--- config.mk ---
export PLATFORM = sky130hd
export DESIGN_NAME = fifo_serial_tx
export DESIGN_NICKNAME = d
export VERILOG_FILES = /design/src/rtl/fifo_serial_tx.sv
export SDC_FILE = /design/constraint.sdc
export NUM_CORES = 1
export LEC_CHECK = 0
export CAP_MARGIN = 20
export CORE_MARGIN = 1.5
export CORE_UTILIZATION = 40
export CTS_BUF_LIST = sky130_fd_sc_hd__clkbuf_4
export DETAILED_ROUTE_END_ITERATION = 12
export MAX_ROUTING_LAYER = met4
export PLACE_DENSITY = 0.67
export SLEW_MARGIN = 0
export SYNTH_ARGS = -nofsm -noshare
export SYNTH_HDL_FRONTEND = slang
export SYNTH_SLANG_ARGS = --single-unit
--- constraint.sdc ---
create_clock -name clk -period 4 [get_ports clk]
set_input_delay 0.8 -clock clk [delete_from_list [all_inputs] [get_ports clk]]
set_output_delay 0.8 -clock clk [all_outputs]
set_load 0.005 [all_outputs]
--- src/rtl/fifo_serial_tx.sv ---
// Buffered serial link transmitter: queues flits and sends each as start bit + W data bits, MSB first.
// Build macro PARITY_EN appends an even-parity bit to every frame (the receiver must match).
`ifndef PAYLOAD_SIZE
`define PAYLOAD_SIZE 8
`endif
`ifndef ADDR_BITS
`define ADDR_BITS 4
`endif

module fifo_serial_tx #(
  parameter int ID    = 1,
  parameter     DIR   = "east",
  parameter int DEPTH = 4,
  localparam int W    = `PAYLOAD_SIZE + `ADDR_BITS
) (
  input  logic         clk,
  input  logic         reset,
  input  logic         req,
  input  logic [W-1:0] parallel_in,
  output logic         tx_busy,
  input  logic         channel_busy,
  output logic         serial_out,
  output logic         tx_active
);

  localparam int AW = $clog2(DEPTH);
  localparam int CW = $clog2(W);
  localparam logic [AW:0]   FULL     = (AW+1)'(DEPTH);
  localparam logic [CW-1:0] LAST_BIT = CW'(W - 1);

  typedef enum logic [2:0] {S_IDLE, S_START, S_DATA, S_PAR, S_GAP} state_t;

  // ID and DIR only tag trace messages in simulation models; no hardware depends on them.
  if (ID < 0 || $bits(DIR) == 0) begin : g_label_unused
  end

  logic [W-1:0]  r_mem [DEPTH];
  logic [AW-1:0] r_wr_ptr;
  logic [AW-1:0] r_rd_ptr;
  logic [AW:0]   r_count;
  state_t        r_state;
  state_t        w_state_nxt;
  logic [W-1:0]  r_sr;
  logic [W-1:0]  w_sr_nxt;
  logic [CW-1:0] r_bitcnt;
  logic [CW-1:0] w_bitcnt_nxt;
  logic          r_serial;
  logic          w_serial_nxt;
  logic          r_active;
  logic          w_active_nxt;
  logic          w_push;
  logic          w_pop;
`ifdef PARITY_EN
  logic          r_par;
  logic          w_par_nxt;
`endif

  assign tx_busy    = (r_count == FULL);
  assign w_push     = req && !tx_busy;
  assign serial_out = r_serial;
  assign tx_active  = r_active;

  always_ff @(posedge clk or negedge reset) begin
    if (!reset) begin
      r_wr_ptr <= '0;
      r_rd_ptr <= '0;
      r_count  <= '0;
    end else begin
      if (w_push) r_wr_ptr <= r_wr_ptr + 1'b1;
      if (w_pop)  r_rd_ptr <= r_rd_ptr + 1'b1;
      case ({w_push, w_pop})
        2'b10:   r_count <= r_count + 1'b1;
        2'b01:   r_count <= r_count - 1'b1;
        default: r_count <= r_count;
      endcase
    end
  end

  always_ff @(posedge clk) begin
    if (w_push) r_mem[r_wr_ptr] <= parallel_in;
  end

  // Line registers hold the value for the state being entered, so the line changes with the state.
  always_comb begin
    w_state_nxt  = r_state;
    w_sr_nxt     = r_sr;
    w_bitcnt_nxt = r_bitcnt;
    w_serial_nxt = 1'b0;
    w_active_nxt = 1'b0;
    w_pop        = 1'b0;
`ifdef PARITY_EN
    w_par_nxt    = r_par;
`endif
    case (r_state)
      S_IDLE: begin
        if (r_count != '0 && !channel_busy) begin
          w_pop        = 1'b1;
          w_sr_nxt     = r_mem[r_rd_ptr];
`ifdef PARITY_EN
          w_par_nxt    = ^r_mem[r_rd_ptr];
`endif
          w_serial_nxt = 1'b1;
          w_active_nxt = 1'b1;
          w_state_nxt  = S_START;
        end
      end
      S_START: begin
        w_serial_nxt = r_sr[W-1];
        w_sr_nxt     = r_sr << 1;
        w_bitcnt_nxt = LAST_BIT;
        w_active_nxt = 1'b1;
        w_state_nxt  = S_DATA;
      end
      S_DATA: begin
        if (r_bitcnt == '0) begin
`ifdef PARITY_EN
          w_serial_nxt = r_par;
          w_active_nxt = 1'b1;
          w_state_nxt  = S_PAR;
`else
          w_state_nxt  = S_GAP;
`endif
        end else begin
          w_serial_nxt = r_sr[W-1];
          w_sr_nxt     = r_sr << 1;
          w_bitcnt_nxt = r_bitcnt - 1'b1;
          w_active_nxt = 1'b1;
        end
      end
`ifdef PARITY_EN
      S_PAR:   w_state_nxt = S_GAP;
`endif
      S_GAP:   w_state_nxt = S_IDLE;
      default: w_state_nxt = S_IDLE;
    endcase
  end

  always_ff @(posedge clk or negedge reset) begin
    if (!reset) begin
      r_state  <= S_IDLE;
      r_bitcnt <= '0;
      r_serial <= 1'b0;
      r_active <= 1'b0;
    end else begin
      r_state  <= w_state_nxt;
      r_bitcnt <= w_bitcnt_nxt;
      r_serial <= w_serial_nxt;
      r_active <= w_active_nxt;
    end
  end

  always_ff @(posedge clk) begin
    r_sr <= w_sr_nxt;
`ifdef PARITY_EN
    r_par <= w_par_nxt;
`endif
  end

endmodule
Yosys cells after proc, flatten, opt, wreduce, memory -nomap -nowiden. Memory sizes are Yosys's and may differ from the RTL's. Cells that the tools add are included.

Register bits: 28. Bits in writable memories: 48. Output and inout port bits: 3. Memories: 1.

$add $sub $neg: 5. Equal/unequal tests: 8. Mux-type cells: 17. Reduce and logical (&&, ||, !) cells: 13.

Memory list: r_mem (depth 4, bits a word 12, read ports 1, clocked after memory_dff 0, wr ports 1, RTL line 37) `logic [W-1:0] r_mem [DEPTH];`.

Operators with widths (count): $pmux 12 s3 (1); $mux 12 (2); $pmux 3 s3 (1); $pmux 4 s2 (1); $mux 1 (6); $mux 3 (2); $ne 2x2->1 const B (3); $pmux 1 s3 (2); $pmux 3 s2 (1); $reduce_bool 3->1 (2); $add 2x1->2 const B (2); $logic_not 4->1 (1); $mux 4 (1); $reduce_and 2->1 (2); $reduce_bool 2->1 (2); $sub 4x1->4 const B (1); $add 3x1->3 const B (1); $eq 3x1->1 const B (1); $eq 3x2->1 const B (1); $eq 3x3->1 const B (1); $logic_not 3->1 (1); $reduce_and 3->1 (1); $sub 3x1->3 const B (1); $eq 2x1->1 const B (1); 3 further kinds (5).

Longest topological paths before layout. Gate-level depths: netlist of run 1.

Word-level depth: 6. Depth in mapped cells: 9. Depth with buffers taken out: 9.

Worst setup path before layout of run 1. Ideal clock, no wire load.

Path type: input to register. Start point: in channel_busy. End point: reg r_count[2]. Library setup time: 0.079 ns. Data arrival time: 2.116 ns. Required time: 3.921 ns. Setup slack: 1.805 ns. Stages: 9. Cell sequence: nor2_1 nand3b_1 inv_1 ha_1 inv_1 fa_1 xor2_1 nor2_1 xor2_1.

Longest elaborated chain between the ends: 6.

Ends and longest elaborated chain: start: declaration (RTL line 21) `input logic channel_busy,`; $logic_not 1->1 (*) (RTL line 96) `if (r_count != '0 && !channel_busy) begin`; $logic_and 1x1->1 (*) (RTL line 96); $mux 1 (*) (RTL line 96); $mux 1 (*) (RTL line 94) `case (r_state)`; via w_pop (RTL line 52) `logic w_pop;`; $eq 2x1->1 or $eq 2x2->1 (tied branches) (RTL line 71) `case ({w_push, w_pop})`; $pmux 3 s2 or $reduce_bool 2->1 (tied branches); end signal: assignment (RTL line 72) `2'b10: r_count <= r_count + 1'b1;`; end signal: assignment (RTL line 73) `2'b01: r_count <= r_count - 1'b1;`; end signal: assignment (RTL line 74) `default: r_count <= r_count;`; end: declaration (RTL line 40) `logic [AW:0] r_count;`.

Mark *: on every way through the listed nets, which the timed path passes. The rest lies on a longest branch. A chain may end at the register's enable or synchronous reset.

Worst setup path after layout of run 1.
Start point: reg r_count[0]. End point: out tx_busy.

Longest elaborated chain between the ends: 1.

Ends and longest elaborated chain: $eq 3x3->1 (RTL line 58) `assign tx_busy = (r_count == FULL);`; end: declaration (RTL line 20) `output logic tx_busy,`.

No other way between the ends.

==> insert_results.sql, run 1 <==
INSERT INTO impl_metrics (metric_group, metric, value, unit) VALUES
('status', 'outcome', 'complete, no violations', ''),
('detailed_routing', 'drt-vias-per-instance', '4.81', ''),
('floorplan', 'die-area', '8290', 'sq um'),
('critical_path', 'critPathSlowestCell', 'sky130_fd_sc_hd__clkdlybuf4s50_1', ''),
('cells_and_area', 'post_layout_nonfiller_instances', '295', ''),
('synth', 'post_synth_inst_count', '167', ''),
('cts', 'cts.htree.levels', '3', ''),
('cts', 'cts_stage_hold_buffer_count', '0', ''),
('cts', 'cts_max_path_buffers', '2', ''),
('synth', 'yosysSeqAreaShare', '0.710', ''),
('cells_and_area', 'areaGrowthSynthToFinish', '13.2', '%'),
('cts', 'clock_sinks', '76', ''),
('synth', 'synth-edff-count', '60', ''),
('pwr', 'vdd.ir_drop.worst', '0.261', 'mV'),
('sta', 'unrepaired_setup_endpoints_after_global_routing', 'no', ''),
('placed_design', 'post_place_cells', '279', ''),
('detailed_routing', 'detail_route.iter0.violations', '108', ''),
('pwr', 'total_leakage_power', '0.00129', 'uW'),
('critical_path', 'timing.critical_path.slowest_cell_delay', '0.57', 'ns'),
('sta', 'final_max_slew_viol_count', '0', ''),
('detailed_routing', 'wire_per_inst', '15.2', 'microns'),
('synth', 'postSynthAreaPerCell', '18.6', 'sq um'),
('cts', 'clkSlewWorstSetupHoldPaths', '0.13', 'ns'),
('synth', 'synth.largest_area_cell', 'sky130_fd_sc_hd__edfxtp_1', ''),
('sta', 'maxSlewHeadroom', '0.340', ''),
('detailed_routing', 'wirelength', '4480', 'microns'),
('sta', 'timing.final.hold_violations', '0', ''),
('critical_path', 'timing.critical_path.from_type', 'flop', ''),
('floorplan', 'dieWidth', '91.0', 'microns'),
('synth', 'synth_largest_type_area_fraction', '0.581', ''),
('floorplan', 'row_count', '31', ''),
('critical_path', 'cp_max_fo', '4', ''),
('sta', 'worst_hold_slack', '0.483', 'ns'),
('cts', 'cts_buffers', '9', ''),
('placed_design', 'port-buffer-count', '18', ''),
('sta', 'fin_setup_tns', '0', 'ns'),
('placed_design', 'final_wtd_congestion', '0.689', ''),
('synth', 'syn-num-nets', '191', ''),
('synth', 'synthTopCellsByArea', 'sky130_fd_sc_hd__edfxtp_1 58%, sky130_fd_sc_hd__dfrtp_1 13%, sky130_fd_sc_hd__mux4_2 5.1%, sky130_fd_sc_hd__mux2_2 4.4%, sky130_fd_sc_hd__mux4_1 4.2%', ''),
('cells_and_area', 'design.final.nets', '215', ''),
('cts', 'cts.repair_timing.setup_buffer_count', '0', ''),
('floorplan', 'num_io_pins', '19', ''),
('sta', 'finalSetupViolCount', '0', ''),
('cells_and_area', 'drive_above_1_share', '0.189', ''),
('critical_path', 'critPathTopFamily', 'buffers and inverters', ''),
('grt', 'grt_start_max_net_pins', '17', ''),
('detailed_routing', 'detailed_route_drc_error_count', '0', ''),
('cells_and_area', 'antenna_cells', '0', ''),
('cts', 'cts_tree', 'done', ''),
('placed_design', 'preCtsSetupSlack', '1.24', 'ns'),
('sta', 'clock_skew', '0.0196', 'ns'),
('floorplan', 'die_h', '91.0', 'microns'),
('detailed_routing', 'routed-via-count', '1420', ''),
('detailed_routing', 'route.antenna.remaining_nets', '0', ''),
('synth', 'yosys_warnings', '0', ''),
('grt', 'antenna_found_initial', '0', ''),
('detailed_routing', 'drt_pass1_iterations', '4', ''),
('critical_path', 'timing.critical_path.arrival', '1.68', 'ns'),
('synth', 'synth_flop_cell', 'sky130_fd_sc_hd__edfxtp_1', ''),
('sta', 'worstMarginPinSlew', '0.987', 'ns'),
('cts', 'clockRootBuffer', 'sky130_fd_sc_hd__clkbuf_4', ''),
('critical_path', 'critPathRequiredTime', '3.20', 'ns'),
('sta', 'finalWorstSetupSlack', '1.52', 'ns'),
('grt', 'number_of_global_route_vias_before_repair', '1482', ''),
('flow_run', 'drv_cap', '0', ''),
('sta', 'min_period_over_period', '0.621', ''),
('sta', 'final.min_clock_period', '2.48', 'ns'),
('floorplan', 'initial_utilization', '0.421', ''),
('grt', 'grt_remaining_overflow', '0', ''),
('cts', 'cts-resized-gates', '0', ''),
('pwr', 'power-per-cell-area', '723', 'nW/um^2');
-- placed cells by master (no fill, tap or decap), types with 2 or more instances in the layout --
cell type / netlist / final
sky130_fd_sc_hd__a21oi_1: 3 / 3
sky130_fd_sc_hd__edfxtp_1: 60 / 60
sky130_fd_sc_hd__clkdlybuf4s50_1: 0 / 18
sky130_fd_sc_hd__nand2_1: 2 / 2
sky130_fd_sc_hd__xnor2_1: 4 / 4
sky130_fd_sc_hd__ha_1: 7 / 7
sky130_fd_sc_hd__mux2i_1: 2 / 2
sky130_fd_sc_hd__inv_6: 0 / 2
sky130_fd_sc_hd__inv_1: 13 / 13
sky130_fd_sc_hd__nor2_1: 5 / 5
sky130_fd_sc_hd__dfrtp_1: 16 / 16
sky130_fd_sc_hd__mux4_1: 5 / 5
sky130_fd_sc_hd__clkbuf_4: 0 / 9
sky130_fd_sc_hd__and2_1: 4 / 4
sky130_fd_sc_hd__xor2_1: 3 / 3
sky130_fd_sc_hd__nor3_1: 2 / 2
sky130_fd_sc_hd__mux2_2: 12 / 12
sky130_fd_sc_hd__nor3b_1: 2 / 2
sky130_fd_sc_hd__nor2b_1: 3 / 3
sky130_fd_sc_hd__clkinv_2: 0 / 2
sky130_fd_sc_hd__mux4_2: 7 / 7
-- synth_stat cells (3+ instances only) --
cell type	count
sky130_fd_sc_hd__ha_1	7
sky130_fd_sc_hd__nor2_1	5
sky130_fd_sc_hd__inv_1	13
sky130_fd_sc_hd__and2_1	4
sky130_fd_sc_hd__dfrtp_1	16
sky130_fd_sc_hd__xnor2_1	4
sky130_fd_sc_hd__edfxtp_1	60
sky130_fd_sc_hd__nor2b_1	3
sky130_fd_sc_hd__mux2_2	12
sky130_fd_sc_hd__mux4_1	5
sky130_fd_sc_hd__mux4_2	7
sky130_fd_sc_hd__xor2_1	3
sky130_fd_sc_hd__a21oi_1	3
-- metal layers --
| layer | wire [microns] | part of all wire | GRT usage |
|---|---|---|---|
| met4 | 80 | 0.018 | 0.0625 |
| met3 | 133 | 0.030 | 0.0293 |
| met1 | 2070 | 0.46 | 0.158 |
| met2 | 2190 | 0.49 | 0.180 |
| met5 | 0 | 0 | - |
-- path summary, 6_finish.rpt --
path | from | to | slack (ns) | cells past startpoint
min in group asynchronous | reset | r_count[2]$_DFFE_PN0P_ | 0.80 | 1
worst max register to register | r_bitcnt[0]$_DFFE_PN0P_ | r_sr[9]$_DFFE_PP_ | 1.70 | 5
max in group asynchronous | reset | r_rd_ptr[0]$_DFFE_PN0P_ | 2.72 | 1
worst min-delay path | r_bitcnt[3]$_DFFE_PN0P_ | r_bitcnt[3]$_DFFE_PN0P_ | 0.48 | 1
worst max-delay path | r_count[0]$_DFFE_PN0P_ | tx_busy | 1.52 | 2
worst min register to register | r_bitcnt[3]$_DFFE_PN0P_ | r_bitcnt[3]$_DFFE_PN0P_ | 0.48 | 1
-- power breakdown --
part	total, uW	internal, uW	switching (uW)
combinational	757	405	352
clock	468	194	274
sequential	1310	1170	146
total	2540	1760	772
-- state kept, by name, indices dropped and copies added, names as in the netlist --
name and flops:
r_bitcnt 4, r_count 3, r_mem 48, r_rd_ptr 2
r_sr 12, r_state 3, r_wr_ptr 2, serial_out 1
tx_active 1
-- cell families after synthesis --
kind of cell,count (synthesis),share of synthesized area
buf+inv,18,0.0274
flops,76,0.710
compound gates,7,0.0145
simple gates,25,0.0500
xor+xnor,7,0.0198
mux,26,0.143
fa+ha+maj,8,0.0347
-- stage by stage --
step	total power [uW]	instance area [sq um]
finish	2540	3510
global route	2700	3510
CTS	2570	3510
detailed placement	2100	3370
global placement	2090	3370
floorplan	1910	3100
-- final cells by class --
class                           instances  area (sq um)
Tap cell                               99           124
Clock inverter                          7          73.8
Timing Repair Buffer                   18           180
Fill cell                             650          3860
Inverter                               13          48.8
Clock buffer                            9          67.6
Multi-Input combinational cell         73           813
Sequential cell                        76          2200
Note: power is estimated with default switching activity, not from simulation.
==> run 2: changes to the inputs <==
==> constraint.sdc (replaced) <==
create_clock -name clk -period 2.3 [get_ports clk]
set_input_delay 0.46 -clock clk [delete_from_list [all_inputs] [get_ports clk]]
set_output_delay 0.46 -clock clk [all_outputs]
set_load 0.005 [all_outputs]
==> insert_results.sql, run 2 (synthesis results as in run 1) <==
INSERT INTO impl_metrics (metric_group, metric, value, unit) VALUES
('cells_and_area', 'drive_above_1_share', '0.231', ''),
('grt', 'number_of_global_route_vias_before_repair', '1493', ''),
('floorplan', 'floorplan.core_area', '7370', 'sq um'),
('floorplan', 'initial_utilization', '0.421', ''),
('cells_and_area', 'antenna_cells', '0', ''),
('critical_path', 'timing.critical_path.to', 'tx_busy', ''),
('cells_and_area', 'largest_reg_flops', '48', ''),
('critical_path', 'rr_endpoint', 'r_count[2]$_DFFE_PN0P_', ''),
('cts', 'cts.htree.levels', '3', ''),
('critical_path', 'reg2regPathDepth', '9', ''),
('pwr', 'power-per-cell-area', '1260', 'nW/um^2'),
('worst_hold_path', 'min_path_type', 'primary input to asynchronous set/reset pin', ''),
('cts', 'cts_buffers', '9', ''),
('cts', 'clockRootBuffer', 'sky130_fd_sc_hd__clkbuf_4', ''),
('detailed_routing', 'detailed_route_drc_error_count', '0', ''),
('detailed_routing', 'wire_per_inst', '14.7', 'microns'),
('cts', 'clock_latency', '0.41', 'ns'),
('critical_path', 'crit-reg2reg-launch', 'r_count[1]$_DFFE_PN0P_', ''),
('placed_design', 'preCtsSetupSlack', '0.00914', 'ns'),
('placed_design', 'placedInstanceArea', '3460', 'sq um'),
('sta', 'final_max_slew_viol_count', '0', ''),
('cells_and_area', 'design.final.nets', '227', ''),
('detailed_routing', 'drt_pass1_iterations', '4', ''),
('sta', 'maxSlewHeadroom', '0.508', ''),
('cts', 'cts-resized-gates', '0', ''),
('sta', 'fin_setup_tns', '0', 'ns'),
('grt', 'grt_remaining_overflow', '0', ''),
('critical_path', 'cp_max_fo', '3', ''),
('floorplan', 'num_io_pins', '19', ''),
('cells_and_area', 'final_area', '3600', 'sq um'),
('detailed_routing', 'wirelength', '4500', 'microns'),
('critical_path', 'timing.critical_path.from_type', 'flop', ''),
('grt', 'grt_pass1_wl', '7430', 'microns'),
('status', 'outcome', 'complete, no violations', ''),
('sta', 'max_clock_freq', '0.471', 'GHz'),
('cts', 'clock_sinks', '76', ''),
('grt', 'antenna_found_initial', '0', ''),
('sta', 'worstMarginPinSlew', '0.736', 'ns'),
('sta', 'clock_skew', '0.0104', 'ns'),
('critical_path', 'worst_setup_path_startpoint', 'r_count[1]$_DFFE_PN0P_', ''),
('sta', 'final.min_clock_period', '2.12', 'ns'),
('pwr', 'vdd.ir_drop.worst', '0.531', 'mV'),
('flow_run', 'drv_cap', '0', ''),
('pwr', 'p_total', '4530', 'uW'),
('cts', 'clkSlewWorstSetupHoldPaths', '0.12', 'ns'),
('detailed_routing', 'drt-vias-per-instance', '4.85', ''),
('sta', 'unrepaired_setup_endpoints_after_global_routing', 'no', ''),
('cts', 'cts_stage_hold_buffer_count', '0', ''),
('grt', 'grt_start_max_net_pins', '17', ''),
('cts', 'cts_tree', 'done', ''),
('detailed_routing', 'maxUsedRoutingLayer', 'met4', ''),
('critical_path', 'critical_path_class', 'flop to output pin', ''),
('placed_design', 'final_wtd_congestion', '0.721', ''),
('detailed_routing', 'route.antenna.remaining_nets', '0', ''),
('detailed_routing', 'detailroute.wirelength.met2', '2230', 'microns'),
('critical_path', 'crit_path_end_kind', 'output pin', ''),
('floorplan', 'dieWidth', '91.0', 'microns'),
('detailed_routing', 'routed-wl-met3', '157', 'microns'),
('critical_path', 'worst-r2r-setup-slack', '0.36', 'ns'),
('cells_and_area', 'largest_regs', 'r_mem (48), r_sr (12), r_bitcnt (4)', ''),
('floorplan', 'die-area', '8290', 'sq um'),
('sta', 'finalWorstSetupSlack', '0.177', 'ns'),
('sta', 'min_period_over_period', '0.923', ''),
('detailed_routing', 'detail_route.iter0.violations', '97', ''),
('cells_and_area', 'areaGrowthSynthToFinish', '16.0', '%'),
('placed_design', 'place.detailed.hpwl', '2930', 'microns'),
('pwr', 'total_leakage_power', '0.00135', 'uW'),
('cells_and_area', 'multiInputGateArea', '813', 'sq um'),
('cells_and_area', 'registers.top_by_ff_count', 'r_mem', ''),
('placed_design', 'port-buffer-count', '18', ''),
('cts', 'cts.repair_timing.setup_buffer_count', '0', ''),
('critical_path', 'critPathRequiredTime', '1.84', 'ns'),
('detailed_routing', 'routedLengthMet1', '2050', 'microns'),
('cells_and_area', 'final_core_util', '0.488', ''),
('cells_and_area', 'area_taken_by_flip_flops_and_latches', '2200', 'sq um'),
('cts', 'cts_max_path_buffers', '2', ''),
('detailed_routing', 'routed-via-count', '1488', ''),
('cells_and_area', 'final_common_cell', 'sky130_fd_sc_hd__edfxtp_1', ''),
('sta', 'finalSetupViolCount', '0', ''),
('critical_path', 'timing.critical_path.arrival', '1.66', 'ns'),
('grt', 'grt_use_total', '0.126', ''),
('sta', 'timing.final.hold_violations', '0', ''),
('cells_and_area', 'final_cell_mix', '60 x sky130_fd_sc_hd__edfxtp_1, 18 x sky130_fd_sc_hd__clkdlybuf4s50_1, 16 x sky130_fd_sc_hd__dfrtp_1', ''),
('floorplan', 'die_h', '91.0', 'microns'),
('floorplan', 'row_count', '31', ''),
('cells_and_area', 'n_fill_cell', '648', '');
[run 2: cell type report]
cell class / count / area share
multi-input cells: 73 / 0.226
repair buffers: 30 / 0.0751
inverters: 13 / 0.0136
clock buffers: 10 / 0.0209
well taps: 99 / 0.0344
flip-flops and latches: 76 / 0.612
clock inverters: 6 / 0.0177
[run 2: routing by layer]
metal,GRT usage,up-vias
li1,-,710
met1,0.154,742
met2,0.191,30
met3,0.0452,6
met4,0.0469,0
met5,-,-
[run 2: worst min-delay path by stage]
stage                                       start                 endpoint  cells past startpoint
final                                       reset   r_count[1]$_DFFE_PN0P_                      1
after global routing      r_bitcnt[3]$_DFFE_PN0P_  r_bitcnt[3]$_DFFE_PN0P_                      1
after CTS                                   reset   r_count[1]$_DFFE_PN0P_                      1
after detailed placement  r_bitcnt[3]$_DFFE_PN0P_  r_bitcnt[3]$_DFFE_PN0P_                      1
after global placement    r_bitcnt[3]$_DFFE_PN0P_  r_bitcnt[3]$_DFFE_PN0P_                      1
after floorplan                             reset  r_bitcnt[0]$_DFFE_PN0P_                      0
[run 2: report_power, final]
part / internal [uW] / switching [uW]
combinational: 824 / 712
clock: 344 / 455
sequential: 2020 / 172
total: 3190 / 1340
[run 2: metrics by stage]
step,hold WS (ns),instances
after floorplan,0.164,167
after detailed placement,0.476,291
final,0.475,307
after global placement,0.457,291
after global routing,0.503,307
after CTS,0.481,307
[run 2: worst max-delay path, cell delays in order, from the launching register on]
cell                              delay (ns)
sky130_fd_sc_hd__dfrtp_1                0.42
sky130_fd_sc_hd__nor3b_1                0.28
sky130_fd_sc_hd__clkdlybuf4s50_1        0.55
